### config.mk
export PLATFORM = sky130hd
export DESIGN_NAME = wave_capture_multi
export DESIGN_NICKNAME = d
export VERILOG_FILES = /design/src/rtl/wave_capture_multi.sv
export SDC_FILE = /design/constraint.sdc
export NUM_CORES = 1
export LEC_CHECK = 0
export BUFFER_PORTS_ARGS = -buffer_cell sky130_fd_sc_hd__clkbuf_2
export CORE_MARGIN = 4
export CORE_UTILIZATION = 25
export CTS_BUF_LIST = sky130_fd_sc_hd__clkbuf_8
export DETAILED_ROUTE_END_ITERATION = 7
export PLACE_DENSITY = 0.47
export REMOVE_ABC_BUFFERS = 1
export SYNTH_ARGS = -nofsm -noshare
export SYNTH_HDL_FRONTEND = slang
export SYNTH_SLANG_ARGS = --single-unit
### constraint.sdc
create_clock -name clk -period 4.3 [get_ports clk]
set_input_delay 0.86 -clock clk [delete_from_list [all_inputs] [get_ports clk]]
set_output_delay 0.86 -clock clk [all_outputs]
set_load 0.01 [all_outputs]
### src/rtl/wave_capture_multi.sv
// wave_capture_multi: trigger-aligned multi-channel frame capture into a
// ping-pong sample RAM. Optional input decimation: WAVE_CAPTURE_DECIMATE_EN.
module wave_capture_multi #(
    parameter int CH_BITS    = 1,
    parameter int SAMPLE_W   = 16,
    parameter int OUT_W      = 8,
    parameter int DEPTH_BITS = 8
) (
    input  logic                                 clk,
    input  logic                                 reset,
    input  logic                                 new_sample_ready,
    input  logic [(2**CH_BITS)*SAMPLE_W-1:0]     new_sample_in,
    input  logic [CH_BITS-1:0]                   trig_ch,
    input  logic [1:0]                           trig_mode,
    input  logic                                 arm,
`ifdef WAVE_CAPTURE_DECIMATE_EN
    input  logic [3:0]                           decim,
`endif
    input  logic                                 wave_display_idle,
    output logic [CH_BITS+DEPTH_BITS:0]          write_address,
    output logic                                 write_enable,
    output logic [OUT_W-1:0]                     write_sample,
    output logic                                 read_index,
    output logic                                 overrun
);

    localparam int NUM_CH = 2**CH_BITS;
    localparam logic [OUT_W-1:0] FLIP = {1'b1, {(OUT_W-1){1'b0}}};
    localparam logic [DEPTH_BITS-1:0] LAST_IDX = '1;
    localparam logic [CH_BITS-1:0] LAST_CH = '1;
    localparam logic [CH_BITS:0] CNT_INIT = (CH_BITS+1)'(NUM_CH);

    typedef enum logic [1:0] {
        S_ARMED,
        S_ACTIVE,
        S_WAIT,
        S_HOLD
    } state_t;

    state_t                    state_q;
    logic [NUM_CH*OUT_W-1:0]   samp_q;
    logic [CH_BITS:0]          cnt_q;
    logic [CH_BITS-1:0]        ch_q;
    logic [DEPTH_BITS-1:0]     idx_q;
    logic                      prev_valid_q;
    logic                      prev_neg_q;
    logic [1:0]                frame_mode_q;
    logic                      we_q;
    logic [CH_BITS+DEPTH_BITS:0] waddr_q;
    logic [OUT_W-1:0]          wsamp_q;
    logic                      rd_idx_q;
    logic                      ovr_q;

    logic                      pulse;
    logic                      busy;
    logic                      capturing;
    logic                      take;
    logic                      drop;
    logic                      trig_hit;
    logic                      start_wr;
    logic                      cur_neg;
    logic                      enter_armed;
    logic [NUM_CH*OUT_W-1:0]   top_in;

`ifdef WAVE_CAPTURE_DECIMATE_EN
    logic [3:0] dec_q;
    logic       dec_hit;

    assign dec_hit = (dec_q == decim);
    assign pulse   = new_sample_ready && dec_hit;

    // Count raw pulses; only every (decim+1)-th one is passed on.
    always_ff @(posedge clk or negedge reset) begin
        if (!reset) begin
            dec_q <= '0;
        end else if (enter_armed) begin
            dec_q <= '0;
        end else if (new_sample_ready) begin
            dec_q <= dec_hit ? 4'd0 : dec_q + 4'd1;
        end
    end
`else
    assign pulse = new_sample_ready;
`endif

    assign busy      = (cnt_q != '0);
    assign capturing = (state_q == S_ARMED) || (state_q == S_ACTIVE);
    assign take      = pulse && !busy && capturing;
    assign drop      = pulse && busy && capturing;
    assign start_wr  = take && ((state_q == S_ACTIVE) || trig_hit);
    assign cur_neg   = new_sample_in[int'(trig_ch)*SAMPLE_W + SAMPLE_W - 1];

    assign enter_armed =
        ((state_q == S_WAIT) && wave_display_idle && (frame_mode_q != 2'b11)) ||
        ((state_q == S_HOLD) && arm);

    // Truncate each channel to its top OUT_W bits and convert to offset binary.
    always_comb begin
        top_in = '0;
        for (int k = 0; k < NUM_CH; k++) begin
            top_in[k*OUT_W +: OUT_W] =
                new_sample_in[k*SAMPLE_W + SAMPLE_W - 1 -: OUT_W] ^ FLIP;
        end
    end

    // Sign-crossing trigger on the watched channel; free-run always fires.
    always_comb begin
        trig_hit = 1'b0;
        unique case (trig_mode)
            2'b00, 2'b11: trig_hit = prev_valid_q && prev_neg_q && !cur_neg;
            2'b01:        trig_hit = prev_valid_q && !prev_neg_q && cur_neg;
            2'b10:        trig_hit = 1'b1;
        endcase
    end

    // Capture FSM, channel serializer and registered RAM write port.
    always_ff @(posedge clk or negedge reset) begin
        if (!reset) begin
            state_q      <= S_ARMED;
            samp_q       <= '0;
            cnt_q        <= '0;
            ch_q         <= '0;
            idx_q        <= '0;
            prev_valid_q <= 1'b0;
            prev_neg_q   <= 1'b0;
            frame_mode_q <= 2'b00;
            we_q         <= 1'b0;
            waddr_q      <= '0;
            wsamp_q      <= '0;
            rd_idx_q     <= 1'b0;
            ovr_q        <= 1'b0;
        end else begin
            we_q <= 1'b0;
            if (arm) begin
                ovr_q <= 1'b0;
            end
            if (drop) begin
                ovr_q <= 1'b1;
            end
            if (busy) begin
                cnt_q <= cnt_q - 1'b1;
            end
            if (busy && (ch_q != '0)) begin
                we_q    <= 1'b1;
                waddr_q <= {~rd_idx_q, ch_q, idx_q};
                wsamp_q <= samp_q[int'(ch_q)*OUT_W +: OUT_W];
                ch_q    <= ch_q + 1'b1;
                if (ch_q == LAST_CH) begin
                    idx_q <= idx_q + 1'b1;
                    if (idx_q == LAST_IDX) begin
                        state_q <= S_WAIT;
                    end
                end
            end
            unique case (state_q)
                S_ARMED: begin
                    if (take) begin
                        prev_neg_q   <= cur_neg;
                        prev_valid_q <= 1'b1;
                        if (trig_hit) begin
                            state_q      <= S_ACTIVE;
                            frame_mode_q <= trig_mode;
                        end
                    end
                end
                S_ACTIVE: ;
                S_WAIT: begin
                    if (wave_display_idle) begin
                        rd_idx_q <= ~rd_idx_q;
                        state_q  <= (frame_mode_q == 2'b11) ? S_HOLD : S_ARMED;
                    end
                end
                S_HOLD: begin
                    if (arm) begin
                        state_q <= S_ARMED;
                    end
                end
            endcase
            if (enter_armed) begin
                prev_valid_q <= 1'b0;
            end
            if (start_wr) begin
                samp_q  <= top_in;
                cnt_q   <= CNT_INIT;
                ch_q    <= CH_BITS'(1);
                we_q    <= 1'b1;
                waddr_q <= {~rd_idx_q, {CH_BITS{1'b0}}, idx_q};
                wsamp_q <= top_in[OUT_W-1:0];
            end
        end
    end

    assign write_address = waddr_q;
    assign write_enable  = we_q;
    assign write_sample  = wsamp_q;
    assign read_index    = rd_idx_q;
    assign overrun       = ovr_q;

endmodule

After elaboration in Yosys (flattened, before gate mapping) --
Cells that the tools add are included.
Operators by class: $add $sub $neg 5, magnitude comparators 1, eq/ne operators 9, shifts and indexed selects 1, multiplexer cells 28, bitwise logic cells 3, reduce and logical (&&, ||, !) cells 33
Operators with widths (number):
- 2-to-1 mux 10 bit | 2
- 2-to-1 mux 2 bit | 10
- 2-to-1 mux 8 bit | 2
- variable part select 16 x 5 -> 8 bit | 1
- logical AND 1 bit | 13
- nonzero test 2 bit | 6
- 2-to-1 mux 1 bit | 11
- == test 2 bit (second input constant) | 5
- adder 8 x 1 -> 8 bit (second input constant) | 1
- == test 8 bit (second input constant) | 1
- AND reduction 2 bit | 4
- less-than comparator 7 bit (second input constant) | 1
- subtractor 6 x 1 -> 7 bit (second input constant) | 1
- adder 5 x 5 -> 6 bit (second input constant) | 1
- one-hot mux 2 bit (3 select lines) | 1
- binary-select mux 1 bit (select 5 bit) | 1
- == test 2 x 1 -> 1 bit (second input constant) | 2
- zero test 2 bit | 2
- zero test 1 bit | 3
- logical OR 1 bit | 3
- inverter 1 bit | 3
- one-hot mux 1 bit (3 select lines) | 1
- AND reduction 3 bit | 1
- inequality test 2 bit (second input constant) | 1
- other kinds (3) | 3
Word-level totals: register bits after elaboration 54, bits of input ports 40, output and inout port bits 21, word-level logic and storage cells 93

Depth between registers and ports, before layout --
Gate-level depths: netlist (run 1).
word-level depth 11, depth in mapped cells 7, mapped depth without buffers 6

Least setup slack after synthesis (run 1) --
OpenSTA, ideal clock, no wires.
path kind input to register, from input port trig_mode[0], to register waddr_q[0] (netlist: write_address[0]), setup time 0.125 ns, arrival time 2.311 ns, data required time 4.175 ns, setup slack 1.865 ns, cell stages on the path 6, path buffers 0, cells stage by stage inv_1 > ha_1 > inv_1 > a311o_2 > a31oi_4 > mux2_2
Between the ends: word-level cells in the longest chain between the ends 6, elaborated cells between the ends (all ways) 10, classes of those cells eq/ne: 3; mux: 2; reduce/logical: 5
RTL lines:
- start, declared | RTL line 14 | input logic [1:0] trig_mode,
- == test 2 bit or zero test 2 bit (tied branches) | RTL line 109 | unique case (trig_mode)
- OR reduction 2 bit | RTL line 109
- one-hot mux 1 bit (3 select lines) * | RTL line 109
- logical OR 1 bit * | RTL line 90 | assign start_wr = take && ((state_q == S_ACTIVE) || trig_hit);
- logical AND 1 bit * | RTL line 90
- 2-to-1 mux 10 bit or nonzero test 2 bit (tied branches)
- end signal, assigned | RTL line 145 | waddr_q <= {~rd_idx_q, ch_q, idx_q};
- end signal, assigned | RTL line 187 | waddr_q <= {~rd_idx_q, {CH_BITS{1'b0}}, idx_q};
- end, declared | RTL line 49 | logic [CH_BITS+DEPTH_BITS:0] waddr_q;
Every way passes the cells marked *; elsewhere a longest branch is shown, timed or not. A chain may end at the register's enable or synchronous reset.

Worst setup path in the final report (run 1) --
Ends and elaborated chain as after synthesis.

==> results of run 1 <==
## sequential cells by signal, indices dropped and copies added, names as in the netlist
| signal | count |
|---|---|
| cnt_q | 2 |
| write_sample | 8 |
| prev_valid_q | 1 |
| overrun | 1 |
| prev_neg_q | 1 |
| ch_q | 1 |
| state_q | 2 |
| write_enable | 1 |
| frame_mode_q | 2 |
| samp_q | 8 |
| read_index | 1 |
| write_address | 10 |
| idx_q | 8 |
## cell families (layout without fill, tap and decap cells)
logic type,Yosys count,count (layout),synth area share
AOI/OAI and AO/OA,14,14,0.0568
xor gates and xnor gates,9,9,0.0385
adders and majority gates,4,4,0.0244
buffers and inverters,17,65,0.0348
DFF,46,46,0.562
muxes,29,29,0.158
and+or+nand+nor,56,56,0.125
## report_power, final
group / switching [W] / internal (W)
clock network: 0.000154 / 0.000173
logic: 0.000280 / 0.000282
registers: 0.000104 / 0.000602
## synth_stat cells
library cell / count
nor4_1: 1
nand3b_1: 1
nand4_1: 2
o32ai_1: 1
o21ai_0: 1
nor3_1: 2
a22oi_1: 1
nand2_1: 33
xor2_1: 4
mux2i_1: 4
buf_4: 2
clkbuf_1: 3
dfrtp_1: 46
a31o_2: 1
a31oi_1: 3
o311ai_0: 1
a31oi_4: 1
o21ai_2: 1
o21a_1: 1
nor2_1: 6
nor2b_1: 3
nand2b_1: 1
inv_1: 12
mux2_2: 24
ha_1: 4
a21oi_1: 2
and2b_1: 1
or4_1: 1
and3b_1: 1
a311o_2: 1
nand3_2: 1
xnor2_1: 5
nand3_1: 3
mux2i_2: 1
## worst register-to-register path: stages, from the launching register on
cell and delay [ns]:
dfrtp_1 0.38, inv_1 0.05, ha_1 0.29, nand2b_1 0.47, or4_1 0.69, nand2_1 0.10, a31oi_1 0.08
## area by class of cell
type | instances | area (um^2)
multi-input cells | 112 | 826
fillers | 869 | 5360
inverters | 12 | 45.0
clock inverters | 3 | 45.0
repair buffers | 45 | 228
flip-flops and latches | 46 | 1150
well taps | 102 | 128
clock buffers | 5 | 68.8
## layer usage
layer  wire, um  global-route usage  part of all wire
met1       1820               0.115              0.46
met2       1870               0.135              0.48
met3        186              0.0276             0.047
met4         51              0.0284             0.013
met5          0                   0                 0
## through the flow
step / utilization / cell area (um^2) / power, W / std cells
floorplan: - / 2020 / 0.00111 / 170
global placement: 0.303 / 2380 / 0.00129 / 317
detailed placement: 0.303 / 2380 / 0.00130 / 317
CTS: 0.317 / 2490 / 0.00164 / 325
global route: 0.317 / 2490 / 0.00173 / 325
finish: 0.317 / 2490 / 0.00159 / 325
## final timing paths
| path | start | endpoint | cells after the start | slack, ns |
|---|---|---|---|---|
| max in group asynchronous | reset | write_address[8] | 2 | 3.24 |
| min in group asynchronous | reset | write_enable | 2 | 0.64 |
| worst max register to register | cnt_q[0] | state_q[0] | 6 | 2.09 |
| worst min register to register | read_index | read_index | 1 | 0.50 |
| worst max-delay path | trig_mode[0] | write_address[0] | 7 | 1.90 |
| worst min-delay path | read_index | read_index | 1 | 0.50 |
## cells in the final DEF, fill, tap and decap left out, types with 5 or more instances in the layout
cell	count
clkbuf_2	44
clkbuf_8	5
dfrtp_1	46
inv_1	12
mux2_2	24
nand2_1	33
nor2_1	6
xnor2_1	5
==> flow_summary.json, run 1 <==
{
  "finalHoldViolations": 0,
  "num_io_pins": 61,
  "grt_pass1_vias": 1393,
  "grt_setup_unrepaired": "false",
  "viasPerCell": 4.28,
  "peakVddDrop_mv": 0.203,
  "synth_cells": 175,
  "cp_max_fo": 10,
  "syn2layout_area_growth_pct": 21.6,
  "worst_pin_slew_ns": 1.06,
  "synth_cell_type_count": 34,
  "ctsResizeCount": 0,
  "synth_area_per_cell_um2": 11.7,
  "synth_top_area_frac": 0.562,
  "path_cells": "clkbuf_2, inv_1, ha_1, inv_1, a311o_2, a31oi_4, mux2_2",
  "fin_worst_skew_ns": 0.00724,
  "track_usage": 0.0870,
  "io_buffer_count": 44,
  "drtPass1Iterations": 6,
  "die_h_um": 98.5,
  "setup-violations-final": 0,
  "post_cts_buffers": 0,
  "crit_required_ns": 4.48,
  "path_delay_family": "compound AO/OA/AOI/OAI gates",
  "fin_ws_ns": 1.90,
  "ys_seq_area_frac": 0.562,
  "place_ws_ns": 1.53,
  "globalRoute.totalOverflow": 0,
  "arrival_ns": 2.59,
  "root_buffer": "clkbuf_8",
  "via_count": 1390,
  "finalSetupTns_ns": 0,
  "cap_violations": 0,
  "fin_crit_sh": 0.558,
  "hold_path_class": "flop to flop",
  "n_antenna_cell": 0,
  "whs_ns": 0.497,
  "cts_buffer_depth": 2,
  "fin_nets": 266,
  "htree_num_levels": 2,
  "drtIter0Drc": 20,
  "ys_ff_latch": 46,
  "cts_tree": "yes",
  "cts_inserted_buffers": 5,
  "powerDensity_nw_per_um2": 640,
  "wl_um": 3920,
  "gp_congestion": 0.688,
  "cp-end-kind": "flop",
  "yosys_warnings": 0,
  "clock-sinks": 46,
  "drive_above_1_share": 0.372,
  "die_w_um": 98.5,
  "critPathMostFrequentCell": "inv_1",
  "max_freq_mhz": 417,
  "post_drt_wl_per_cell_um": 12.1,
  "core_um2": 7850,
  "ctsHoldBuffers": 0,
  "grt_max_degree": 47,
  "worst-path-buf-inv": 3,
  "syn_area_um2": 2050,
  "report.final.slew_viol_count": 0,
  "drc_errors": 0,
  "slowest_stage": "a311o_2",
  "clkTransAtPathRegs_ns": 0.09,
  "synth.area.top_cells": "dfrtp_1 (56%), mux2_2 (13%), nand2_1 (6.0%)",
  "die_area_um2": 9710,
  "num_rows": 32,
  "hpwl_um": 2780,
  "start_util": 0.261,
  "p_leak_nw": 1.25,
  "slew_headroom": 0.292,
  "ant_nets": 0,
  "insertion_delay_ns": 0.30,
  "period_needed_ns": 2.40,
  "status": "completed",
  "critPathMaxStageDelay_ns": 0.41,
  "crit_type": "primary input to flop",
  "yosys.area.top_type": "dfrtp_1",
  "grt_pass1_wl_um": 6790,
  "antenna_found_initial": 0,
  "cp-start-kind": "primary input"
}
No activity file was read; power rests on OpenSTA's default activity.
==> inputs of run 2 (changes only) <==
clock period = 2.3 ns   (was 4.3 ns; I/O delays follow)
==> run 2 against run 1 <==
Worst hold slack got worse by 0.32 ns. Combinational power up 100%. Clock power rose by 81%. Cell area up 3.4%. Largest power group unchanged. Non-clock buffer count is 7 higher. Critical path depth rose by 1.
==> flow_summary.json, run 2 (same netlist as run 1, synthesis figures left out) <==
{
  "wl_um": 4040,
  "fin_cells": 332,
  "cp-start-kind": "primary input",
  "p_leak_nw": 1.30,
  "cap_violations": 0,
  "fin_nets": 273,
  "num_rows": 32,
  "status": "completed",
  "globalRoute.totalOverflow": 0,
  "crit_required_ns": 2.48,
  "ant_nets": 0,
  "grt_pass1_wl_um": 7140,
  "finalInstanceArea_um2": 2580,
  "max_freq_mhz": 529,
  "core_um2": 7850,
  "peakVddDrop_mv": 0.378,
  "setup-violations-final": 0,
  "n_antenna_cell": 0,
  "final_cell_mix": "dfrtp_1 (46), clkbuf_2 (44), nand2_1 (33), mux2_2 (24), inv_1 (12)",
  "die_w_um": 98.5,
  "final_common_cell": "dfrtp_1",
  "antenna_found_initial": 0,
  "period_needed_ns": 1.89,
  "ctsResizeCount": 0,
  "track_usage": 0.0910,
  "start_util": 0.261,
  "insertion_delay_ns": 0.29,
  "cp_max_fo": 10,
  "finalHoldViolations": 0,
  "powerDensity_nw_per_um2": 1190,
  "worst_pin_slew_ns": 0.672,
  "drive_above_1_share": 0.391,
  "via_count": 1435,
  "fin_crit_sh": 0.822,
  "hold_path_class": "primary input to asynchronous set/reset pin",
  "grt_pass1_vias": 1488,
  "report.final.slew_viol_count": 0,
  "grt_setup_unrepaired": "false",
  "post_cts_buffers": 0,
  "ctsHoldBuffers": 0,
  "cts_inserted_buffers": 5,
  "slew_headroom": 0.552,
  "fin_worst_skew_ns": 0.00999,
  "num_io_pins": 61,
  "n_fill_cell": 854,
  "crit_type": "primary input to flop",
  "finalPower_w": 0.00306,
  "drc_errors": 0,
  "largest_reg_flops": 10,
  "clock-sinks": 46,
  "cp-end-kind": "flop",
  "arrival_ns": 2.07,
  "placed_area_um2": 2470,
  "die_h_um": 98.5,
  "finalSetupTns_ns": 0,
  "hpwl_um": 2970,
  "clkTransAtPathRegs_ns": 0.09,
  "place_inst": 324,
  "viasPerCell": 4.32,
  "regArea_um2": 1150,
  "io_buffer_count": 44,
  "post_drt_wl_per_cell_um": 12.2,
  "htree_num_levels": 2,
  "drtIter0Drc": 11,
  "cts_tree": "yes",
  "root_buffer": "clkbuf_8",
  "drtPass1Iterations": 2,
  "cts_buffer_depth": 2,
  "grt_max_degree": 25,
  "die_area_um2": 9710,
  "multiInputGateArea_um2": 826,
  "syn2layout_area_growth_pct": 25.8,
  "gp_congestion": 0.686
}
## run 2: cell types whose count changed in the layout (fill, tap and decap cells not counted), sizes merged
cell,delta
clkinvlp,-2
clkinv,+2
buf,+7
## run 2: layer usage
metal | track usage | up-vias | part of all wire | wire length [um]
met2 | 0.147 | 28 | 0.48 | 1960
met1 | 0.117 | 702 | 0.46 | 1870
met4 | 0.0284 | 0 | 0.0072 | 29
met3 | 0.0276 | 4 | 0.044 | 178
li1 | - | 701 | - | -
met5 | 0 | - | 0 | 0
## run 2: layout make-up
class	instances	area share
clock buffers	5	0.0267
clock inverters	3	0.0155
inverters	12	0.0175
multi-input cells	112	0.321
flip-flops and latches	46	0.447
well taps	102	0.0495
repair buffers	52	0.123
## run 2: worst paths after layout
path	start	end	slack, ns	depth (start not counted)
setup / recovery	trig_mode[0]	write_address[0]	0.41	8
hold / removal	reset	write_enable	0.17	1
setup reg to reg	cnt_q[0]	frame_mode_q[0]	0.45	7
hold reg to reg	idx_q[7]	idx_q[7]	0.51	1
max in group asynchronous	reset	write_sample[1]	1.56	2
min in group clk	new_sample_in[31]	samp_q[15]	0.35	2
## run 2: worst max-delay path, stage by stage
cell and delay [ns]:
clkbuf_2 0.09, inv_1 0.04, ha_1 0.30, inv_1 0.06, a311o_2 0.41, a31oi_4 0.22
buf_12 0.16, mux2_2 0.32
## run 2: power breakdown
| group | internal [W] | switching [W] |
|---|---|---|
| Clock | 0.000320 | 0.000271 |
| Sequential | 0.00113 | 0.000200 |
| Combinational | 0.000608 | 0.000539 |
| Total | 0.00205 | 0.00101 |
## run 2: metrics by stage
step / setup slack [ns] / hold WS [ns] / util
after global routing: 0.288 / 0.232 / 0.328
final: 0.408 / 0.174 / 0.328
after CTS: 0.409 / 0.198 / 0.328
after floorplan: 0.265 / 0.164 / -
after detailed placement: 0.113 / 0.492 / 0.314
after global placement: 0.112 / 0.486 / 0.314
